<file path="src/rtl/bp_cfg_boot_sequencer_pkg.sv">
// Shared cfg link definitions: register offsets, boot sequencer state encoding,
// and the write beat carried on the link.
package bp_cfg_boot_sequencer_pkg;

  localparam int bp_cfg_addr_width_gp = 16;
  localparam int bp_cfg_data_width_gp = 64;
  localparam int bp_cfg_ucode_max_gp  = 4096;

  localparam logic [15:0] bp_cfg_reg_freeze_gp      = 16'h0002;
  localparam logic [15:0] bp_cfg_reg_core_id_gp     = 16'h0005;
  localparam logic [15:0] bp_cfg_reg_did_gp         = 16'h0007;
  localparam logic [15:0] bp_cfg_reg_cord_gp        = 16'h0008;
  localparam logic [15:0] bp_cfg_reg_icache_mode_gp = 16'h0022;
  localparam logic [15:0] bp_cfg_reg_dcache_mode_gp = 16'h0043;
  localparam logic [15:0] bp_cfg_reg_npc_gp         = 16'h0040;
  localparam logic [15:0] bp_cfg_reg_cce_mode_gp    = 16'h0081;
  localparam logic [15:0] bp_cfg_reg_cce_ucode_gp   = 16'h8000;

  typedef enum logic [3:0] {
    e_boot_idle,
    e_boot_freeze,
    e_boot_core_id,
    e_boot_did,
    e_boot_cord,
    e_boot_icache_mode,
    e_boot_dcache_mode,
    e_boot_npc,
    e_boot_ucode,
    e_boot_cce_mode,
    e_boot_unfreeze,
    e_boot_done
  } bp_cfg_boot_state_e;

  typedef struct packed {
    logic [bp_cfg_addr_width_gp-1:0] addr;
    logic [bp_cfg_data_width_gp-1:0] data;
  } bp_cfg_write_beat_s;

  // Microcode words live in a 4K window starting at the CCE ucode base.
  function automatic logic [15:0] bp_cfg_ucode_addr(input logic [11:0] idx);
    return bp_cfg_reg_cce_ucode_gp | {4'h0, idx};
  endfunction

endpackage

</file>
<file path="src/rtl/bp_cfg_boot_sequencer.sv">
// Config link master that walks one tile from reset to run with a fixed write
// order: freeze, identity, cache modes, NPC, CCE microcode, CCE mode, unfreeze.
//
// Link handshake: cfg_v_o is held with cfg_addr_o/cfg_data_o stable until the
// cycle in which cfg_v_o & cfg_ready_i; the write is taken on that clock edge
// and the next write (if any) is presented the following cycle.
module bp_cfg_boot_sequencer
  import bp_cfg_boot_sequencer_pkg::*;
#(
  parameter int cfg_addr_width_p  = 16,
  parameter int cfg_data_width_p  = 64,
  parameter int vaddr_width_p     = 39,
  parameter int core_id_width_p   = 6,
  parameter int did_width_p       = 3,
  parameter int cord_width_p      = 8,
  parameter int ucode_len_width_p = 13
) (
  input  logic                         clk_i,
  input  logic                         reset_i,
  input  logic                         start_i,
  input  logic [vaddr_width_p-1:0]     boot_pc_i,
  input  logic [core_id_width_p-1:0]   core_id_i,
  input  logic [did_width_p-1:0]       did_i,
  input  logic [cord_width_p-1:0]      cord_i,
  input  logic [1:0]                   icache_mode_i,
  input  logic [1:0]                   dcache_mode_i,
  input  logic                         cce_mode_i,
  input  logic [ucode_len_width_p-1:0] ucode_len_i,
  output logic [11:0]                  ucode_addr_o,
  input  logic [cfg_data_width_p-1:0]  ucode_data_i,
  output logic                         cfg_v_o,
  output logic [cfg_addr_width_p-1:0]  cfg_addr_o,
  output logic [cfg_data_width_p-1:0]  cfg_data_o,
  input  logic                         cfg_ready_i,
  output logic                         busy_o,
  output logic                         done_o
);

  bp_cfg_boot_state_e state_q, state_d;
  bp_cfg_write_beat_s beat_q, beat_d;
  logic               cfg_v_q, cfg_v_d;
  logic               busy_q, busy_d;
  logic               done_q, done_d;
  logic [11:0]        idx_q, idx_d;
  logic [12:0]        len_q, len_d;

  logic [vaddr_width_p-1:0]   npc_q, npc_d;
  logic [core_id_width_p-1:0] core_id_q, core_id_d;
  logic [did_width_p-1:0]     did_q, did_d;
  logic [cord_width_p-1:0]    cord_q, cord_d;
  logic [1:0]                 icache_mode_q, icache_mode_d;
  logic [1:0]                 dcache_mode_q, dcache_mode_d;
  logic                       cce_mode_q, cce_mode_d;

  logic accept;
  logic ucode_last;

  function automatic bp_cfg_boot_state_e next_state(input bp_cfg_boot_state_e s,
                                                    input logic len_zero,
                                                    input logic last);
    bp_cfg_boot_state_e n;
    n = e_boot_idle;
    case (s)
      e_boot_freeze:      n = e_boot_core_id;
      e_boot_core_id:     n = e_boot_did;
      e_boot_did:         n = e_boot_cord;
      e_boot_cord:        n = e_boot_icache_mode;
      e_boot_icache_mode: n = e_boot_dcache_mode;
      e_boot_dcache_mode: n = e_boot_npc;
      e_boot_npc:         n = len_zero ? e_boot_cce_mode : e_boot_ucode;
      e_boot_ucode:       n = last ? e_boot_cce_mode : e_boot_ucode;
      e_boot_cce_mode:    n = e_boot_unfreeze;
      e_boot_unfreeze:    n = e_boot_done;
      default:            n = e_boot_idle;
    endcase
    return n;
  endfunction

  // Beat presented while in state s; ucode data is taken live from the ROM port.
  function automatic bp_cfg_write_beat_s beat_for(input bp_cfg_boot_state_e s,
                                                  input logic [11:0] idx);
    bp_cfg_write_beat_s b;
    b = '0;
    case (s)
      e_boot_freeze: begin
        b.addr = bp_cfg_reg_freeze_gp;
        b.data = 64'd1;
      end
      e_boot_core_id: begin
        b.addr = bp_cfg_reg_core_id_gp;
        b.data = bp_cfg_data_width_gp'(core_id_q);
      end
      e_boot_did: begin
        b.addr = bp_cfg_reg_did_gp;
        b.data = bp_cfg_data_width_gp'(did_q);
      end
      e_boot_cord: begin
        b.addr = bp_cfg_reg_cord_gp;
        b.data = bp_cfg_data_width_gp'(cord_q);
      end
      e_boot_icache_mode: begin
        b.addr = bp_cfg_reg_icache_mode_gp;
        b.data = bp_cfg_data_width_gp'(icache_mode_q);
      end
      e_boot_dcache_mode: begin
        b.addr = bp_cfg_reg_dcache_mode_gp;
        b.data = bp_cfg_data_width_gp'(dcache_mode_q);
      end
      e_boot_npc: begin
        b.addr = bp_cfg_reg_npc_gp;
        b.data = bp_cfg_data_width_gp'(npc_q);
      end
      e_boot_ucode: begin
        b.addr = bp_cfg_ucode_addr(idx);
        b.data = '0;
      end
      e_boot_cce_mode: begin
        b.addr = bp_cfg_reg_cce_mode_gp;
        b.data = bp_cfg_data_width_gp'(cce_mode_q);
      end
      e_boot_unfreeze: begin
        b.addr = bp_cfg_reg_freeze_gp;
        b.data = '0;
      end
      default: b = '0;
    endcase
    return b;
  endfunction

  always_comb begin
    state_d       = state_q;
    beat_d        = beat_q;
    cfg_v_d       = cfg_v_q;
    busy_d        = busy_q;
    done_d        = done_q;
    idx_d         = idx_q;
    len_d         = len_q;
    npc_d         = npc_q;
    core_id_d     = core_id_q;
    did_d         = did_q;
    cord_d        = cord_q;
    icache_mode_d = icache_mode_q;
    dcache_mode_d = dcache_mode_q;
    cce_mode_d    = cce_mode_q;
    accept        = cfg_v_q & cfg_ready_i;
    ucode_last    = ({1'b0, idx_q} == (len_q - 13'd1));

    case (state_q)
      e_boot_idle, e_boot_done: begin
        if (start_i) begin
          npc_d         = boot_pc_i;
          core_id_d     = core_id_i;
          did_d         = did_i;
          cord_d        = cord_i;
          icache_mode_d = icache_mode_i;
          dcache_mode_d = dcache_mode_i;
          cce_mode_d    = cce_mode_i;
          len_d         = (ucode_len_i > ucode_len_width_p'(bp_cfg_ucode_max_gp))
                          ? 13'(bp_cfg_ucode_max_gp) : 13'(ucode_len_i);
          idx_d         = '0;
          state_d       = e_boot_freeze;
          beat_d        = beat_for(e_boot_freeze, '0);
          cfg_v_d       = 1'b1;
          busy_d        = 1'b1;
          done_d        = 1'b0;
        end else if (state_q == e_boot_done) begin
          state_d = e_boot_idle;
        end
      end
      default: begin
        if (accept) begin
          // The 12-bit index wraps harmlessly after the 4096th word.
          if (state_q == e_boot_ucode) idx_d = idx_q + 12'd1;
          state_d = next_state(state_q, (len_q == 13'd0), ucode_last);
          beat_d  = beat_for(state_d, idx_d);
          if (state_d == e_boot_done) begin
            cfg_v_d = 1'b0;
            busy_d  = 1'b0;
            done_d  = 1'b1;
          end
        end
      end
    endcase
  end

  always_ff @(posedge clk_i) begin
    if (reset_i) begin
      state_q       <= e_boot_idle;
      beat_q        <= '0;
      cfg_v_q       <= 1'b0;
      busy_q        <= 1'b0;
      done_q        <= 1'b0;
      idx_q         <= '0;
      len_q         <= '0;
      npc_q         <= '0;
      core_id_q     <= '0;
      did_q         <= '0;
      cord_q        <= '0;
      icache_mode_q <= '0;
      dcache_mode_q <= '0;
      cce_mode_q    <= 1'b0;
    end else begin
      state_q       <= state_d;
      beat_q        <= beat_d;
      cfg_v_q       <= cfg_v_d;
      busy_q        <= busy_d;
      done_q        <= done_d;
      idx_q         <= idx_d;
      len_q         <= len_d;
      npc_q         <= npc_d;
      core_id_q     <= core_id_d;
      did_q         <= did_d;
      cord_q        <= cord_d;
      icache_mode_q <= icache_mode_d;
      dcache_mode_q <= dcache_mode_d;
      cce_mode_q    <= cce_mode_d;
    end
  end

  assign ucode_addr_o = idx_q;
  assign cfg_v_o      = cfg_v_q;
  assign cfg_addr_o   = cfg_addr_width_p'(beat_q.addr);
  assign cfg_data_o   = (state_q == e_boot_ucode) ? ucode_data_i
                                                  : cfg_data_width_p'(beat_q.data);
  assign busy_o       = busy_q;
  assign done_o       = done_q;

endmodule

</file>
<file path="config.mk">
export PLATFORM = sky130hd
export DESIGN_NAME = bp_cfg_boot_sequencer
export DESIGN_NICKNAME = d
export VERILOG_FILES = /design/src/rtl/bp_cfg_boot_sequencer_pkg.sv /design/src/rtl/bp_cfg_boot_sequencer.sv
export SDC_FILE = /design/constraint.sdc
export NUM_CORES = 1
export LEC_CHECK = 0
export ABC_AREA = 1
export CORE_MARGIN = 5
export CORE_UTILIZATION = 47
export DETAILED_ROUTE_END_ITERATION = 7
export MAX_ROUTING_LAYER = met4
export PLACE_DENSITY = 0.82
export SETUP_SLACK_MARGIN = 0.05
export SLEW_MARGIN = 40
export SYNTH_ARGS = -nofsm -noshare
export SYNTH_HDL_FRONTEND = slang
export SYNTH_SLANG_ARGS = --single-unit
</file>
<file path="constraint.sdc">
create_clock -name clk_i -period 2.47 [get_ports clk_i]
set_input_delay 0.6175 -clock clk_i [delete_from_list [all_inputs] [get_ports clk_i]]
set_output_delay 0.6175 -clock clk_i [all_outputs]
set_load 0.01 [all_outputs]
</file>
==> results.txt <==
- Number of buffers created by CTS: 17
- The initial antenna violation count came to 1.
* Average wire per cell in the routed design: 15.5 um
* Overall power consumption: 10,600 uW
- STA classifies the critical path startpoint as a flip-flop.
* Dominant register cell in the synthesized netlist: sky130_fd_sc_hd__dfxtp_1
- Counting flops with an async set or reset pin after synthesis yields a share of 0.
- The total area inside the core boundary comes to 0.0151 sq mm.
* Library cell with the largest summed area after synthesis: sky130_fd_sc_hd__dfxtp_1
- In this run the critical register-to-register path is launched from len_q[0]$_SDFFE_PP0P_.
- The number of global-route vias before repair was 7,210.
- The flow ran to the end, and the final reports show no timing, DRC or antenna violations.
* CP cell instances: nor2_4 -> inv_2 -> nor2_4 -> buf_4 -> buf_12 -> nand2_1 -> nand2_1 -> dlygate4sd2_1
- Reg-to-reg slack, setup: 0.23 ns
- Clock tree synthesis selected as its root buffer the cell sky130_fd_sc_hd__clkbuf_16.
* Worst Clk Skew: 0.0106 ns
- The path class of the tightest hold or removal check is flip-flop to flip-flop.
- For this run, the slowest stage of the critical path takes 0.36 ns.
* Warnings, synthesis: 0
* Final Wtd Congestion: 0.903
* CP Launch Point: state_q[0]$_SDFFE_PP0P_
- Share of the synthesized area in the top cell type: 0.401
* Share of the cycle needed by the critical path after routing: 0.974
* # hold bufs at CTS: 0
- After the last flow step, the layout net total stands at 1,455.
- Yosys attributes the largest share of cell area to sky130_fd_sc_hd__dfxtp_1 (40%), sky130_fd_sc_hd__nand2_1 (16%), sky130_fd_sc_hd__nor2_1 (10%), sky130_fd_sc_hd__a21oi_1 (5.3%), sky130_fd_sc_hd__o21ai_0 (5.3%).
- Setup repair after global routing missed its margin: true
- Required time reported for the critical path endpoint: 1.85 ns
* DP Area: 0.00962 sq mm
- TritonCTS built the clock tree.
* Critical Path AT: 1.79 ns
- The clock drives 144 sinks.
- In this run the worst path has a maximum fanout of 12.
* Source-to-sink clock delay at the later pin of the worst-skew pair: 0.44 ns
- Number of max-capacitance violations reported: 0
- Dividing total power by cell area gives a power density of 1040 mW/mm^2.
- Capturing element type of the critical path: output port
- Worst reg2reg endpoint: cfg_addr_o[11]$_SDFFE_PP0P_
- Synth-to-Final Area Change: 42.1%
- Syn Area/Cell: 6.51 sq um
- The floorplan step set the die width to 134 um.
- In this run the remaining antenna-violating nets after routing total 0.
* Pin slew with the least headroom to its limit: 0.822 ns
- The finished cells cover 0.0102 sq mm.
- The total overflow left after global routing is 0.
- All-Layer GR Usage: 0.263
- Based on the critical path, the design can be clocked at up to 416 MHz.
- During I/O placement, the number of pins put on the boundary was 237.
* Buffer depth of the longest clock path: 2
- Worst-case vdd ir drop: 0.655 mV
- The first global-routing pass estimated 36.7 mm of wire.
* Number of enable-type register cells in the synthesized netlist: 0
- Of the synthesized area, sequential elements account for 0.401.
* Number of max-slew violations in the final report: 0
- Master of the slowest instance on the critical path: sky130_fd_sc_hd__dfxtp_4
- Number of standard-cell rows in the floorplan: 45
* R2r worst-path depth: 14
- The total count of hold-check failures in the final report came to 0.
* DP Wirelength: 16.1 mm
- After detailed routing, the number of remaining DRC violations is 0.
- Clock-pin transition on the worst setup and hold timing paths: 0.06 ns
* Post-synth cell types: 35
- Port Buffers: 233
- Rel. slew slack: 0.452
* Post-synthesis cell count: 1,104
- Maximum number of pins on one net before global-route repair: 75
- Final-report setup violation count: 0
- The layout has 1,288 filler cells.
- For this configuration, the core starts out at a cell density of 0.476.
* Tmin final: 2.41 ns
- From bottom edge to top edge, the die measures 134 um.
- Post-Syn Area: 0.00719 sq mm
* Die area: 0.0179 sq mm
- Crit path capture: cfg_data_o[28]
* Class of the most critical setup path: flip-flop to output port
- The first TritonRoute pass finished after 5 iterations.
- Setup total negative slack on the finished layout was measured at 0 ns.
* Static Leakage: 0.00447 uW
* Most instantiated cells after synthesis: sky130_fd_sc_hd__nand2_1 (302), sky130_fd_sc_hd__nor2_1 (195), sky130_fd_sc_hd__dfxtp_1 (144)
* Via count: 7,773
* Sum of routed wire length over all layers: 23.5 mm
- Synthesis inferred 144 register bits.
- Dividing the detail-routed via count by the number of cells gives 5.14.
- Cell with the most instances after synthesis: sky130_fd_sc_hd__nand2_1
- The first routing iteration left 737 violations.
- The clock tree synthesis step divided the H-tree into 4 levels.
- In the final layout, the share of cells above drive strength 1 is 0.129.
[through the flow]
stage	instances	hold slack (ns)	utilization	worst slack, ns
after floorplan	1106	0.440	-	0.244
after global placement	1464	0.451	0.637	0.0627
after detailed placement	1464	0.456	0.637	0.0546
after CTS	1507	0.465	0.677	-0.00235
after global routing	1512	0.479	0.677	0.00936
final	1512	0.466	0.677	0.0645
[power breakdown]
part / internal (uW) / switching [uW]
sequential: 2880 / 366
clock: 1400 / 1010
combinational: 1980 / 3000
[worst max-delay path: cells and delay by family, from the launching register on]
kind,cells,cell delay (ns)
flops,1,0.36
simple gates,4,0.39
buf+inv,4,0.59
[final cells by class]
class	count	area, sq um	area share
clock buffer	18	439	0.0430
tap	188	235	0.0230
timing repair buffer	267	2520	0.247
sequential	144	2890	0.283
inverter	87	329	0.0322
multi-input combinational	794	3680	0.360
clock inverter	13	114	0.0112
antenna	1	2.50	0.000245
[routing by layer]
layer / global-route usage / routed length, um / vias up
li1: - / - / 3892
met1: 0.314 / 9820 / 3522
met2: 0.444 / 11700 / 306
met3: 0.0423 / 1340 / 53
met4: 0.106 / 615 / 0
met5: - / 0 / -
[cells by family (layout without fill, tap and decap cells)]
logic type	count (synthesis)	in the layout	synth area share
buf+inv	168	385	0.0994
xor+xnor	23	23	0.0280
compound gates	179	179	0.135
simple gates	587	587	0.332
flops	144	144	0.401
fa+ha+maj	2	2	0.00348
other cells	1	4	0.000522
[cells in the final DEF, fill, tap and decap left out, types with 3 or more instances in the layout]
| cell type | netlist | routed |
|---|---|---|
| sky130_fd_sc_hd__o21ai_0 | 76 | 75 |
| sky130_fd_sc_hd__nand2_2 | 4 | 6 |
| sky130_fd_sc_hd__nor4_1 | 3 | 3 |
| sky130_fd_sc_hd__inv_6 | 0 | 3 |
| sky130_fd_sc_hd__clkinv_2 | 0 | 5 |
| sky130_fd_sc_hd__nand3_1 | 51 | 50 |
| sky130_fd_sc_hd__buf_2 | 10 | 44 |
| sky130_fd_sc_hd__nor3_1 | 5 | 3 |
| sky130_fd_sc_hd__nand4_1 | 13 | 13 |
| sky130_fd_sc_hd__a211oi_1 | 9 | 9 |
| sky130_fd_sc_hd__clkdlybuf4s50_1 | 0 | 168 |
| sky130_fd_sc_hd__nor2_4 | 4 | 9 |
| sky130_fd_sc_hd__nor2_1 | 195 | 192 |
| sky130_fd_sc_hd__clkbuf_16 | 0 | 17 |
| sky130_fd_sc_hd__o21a_1 | 3 | 3 |
| sky130_fd_sc_hd__nor2_2 | 6 | 4 |
| sky130_fd_sc_hd__xor2_1 | 14 | 14 |
| sky130_fd_sc_hd__a22o_1 | 4 | 4 |
| sky130_fd_sc_hd__inv_1 | 84 | 81 |
| sky130_fd_sc_hd__nand2_1 | 302 | 299 |
| sky130_fd_sc_hd__dfxtp_1 | 144 | 140 |
| sky130_fd_sc_hd__conb_1 | 1 | 3 |
| sky130_fd_sc_hd__inv_2 | 3 | 5 |
| sky130_fd_sc_hd__buf_12 | 0 | 12 |
| sky130_fd_sc_hd__xnor2_1 | 9 | 9 |
| sky130_fd_sc_hd__a21oi_1 | 76 | 74 |
| sky130_fd_sc_hd__buf_4 | 17 | 16 |
| sky130_fd_sc_hd__clkbuf_2 | 0 | 16 |
| sky130_fd_sc_hd__a21oi_2 | 3 | 5 |
[sequential cells by signal, summed over array words and instances, names as in the netlist]
register       flops
core_id_q          6
state_q            4
ucode_addr_o      12
dcache_mode_q      2
cord_q             8
icache_mode_q      2
npc_q             39
did_q              3
cce_mode_q         1
busy_o             1
beat_q            39
len_q             13
done_o             1
cfg_addr_o        13
[worst min path at each step]
stage                               start                         end  slack, ns  cells past startpoint
2_1_floorplan      beat_q[6]$_SDFFE_PP0P_      beat_q[6]$_SDFFE_PP0P_       0.44                      2
3_3_place_gp       beat_q[2]$_SDFFE_PP0P_      beat_q[2]$_SDFFE_PP0P_       0.45                      2
3_5_place_dp   cfg_addr_o[9]$_SDFFE_PP0P_  cfg_addr_o[9]$_SDFFE_PP0P_       0.46                      2
4_1_cts        cfg_addr_o[9]$_SDFFE_PP0P_  cfg_addr_o[9]$_SDFFE_PP0P_       0.47                      2
5_1_grt           beat_q[19]$_SDFFE_PP0P_     beat_q[19]$_SDFFE_PP0P_       0.48                      2
6_report          beat_q[20]$_SDFFE_PP0P_     beat_q[20]$_SDFFE_PP0P_       0.47                      2
[what timing repair did]
action	4_1_cts	5_1_grt
pin swaps	2	8
gates resized for setup	228	40
endpoints found under the setup margin	64	77
buffers inserted	8	7
cloned	5	0
(Power assumes the default switching activity.)
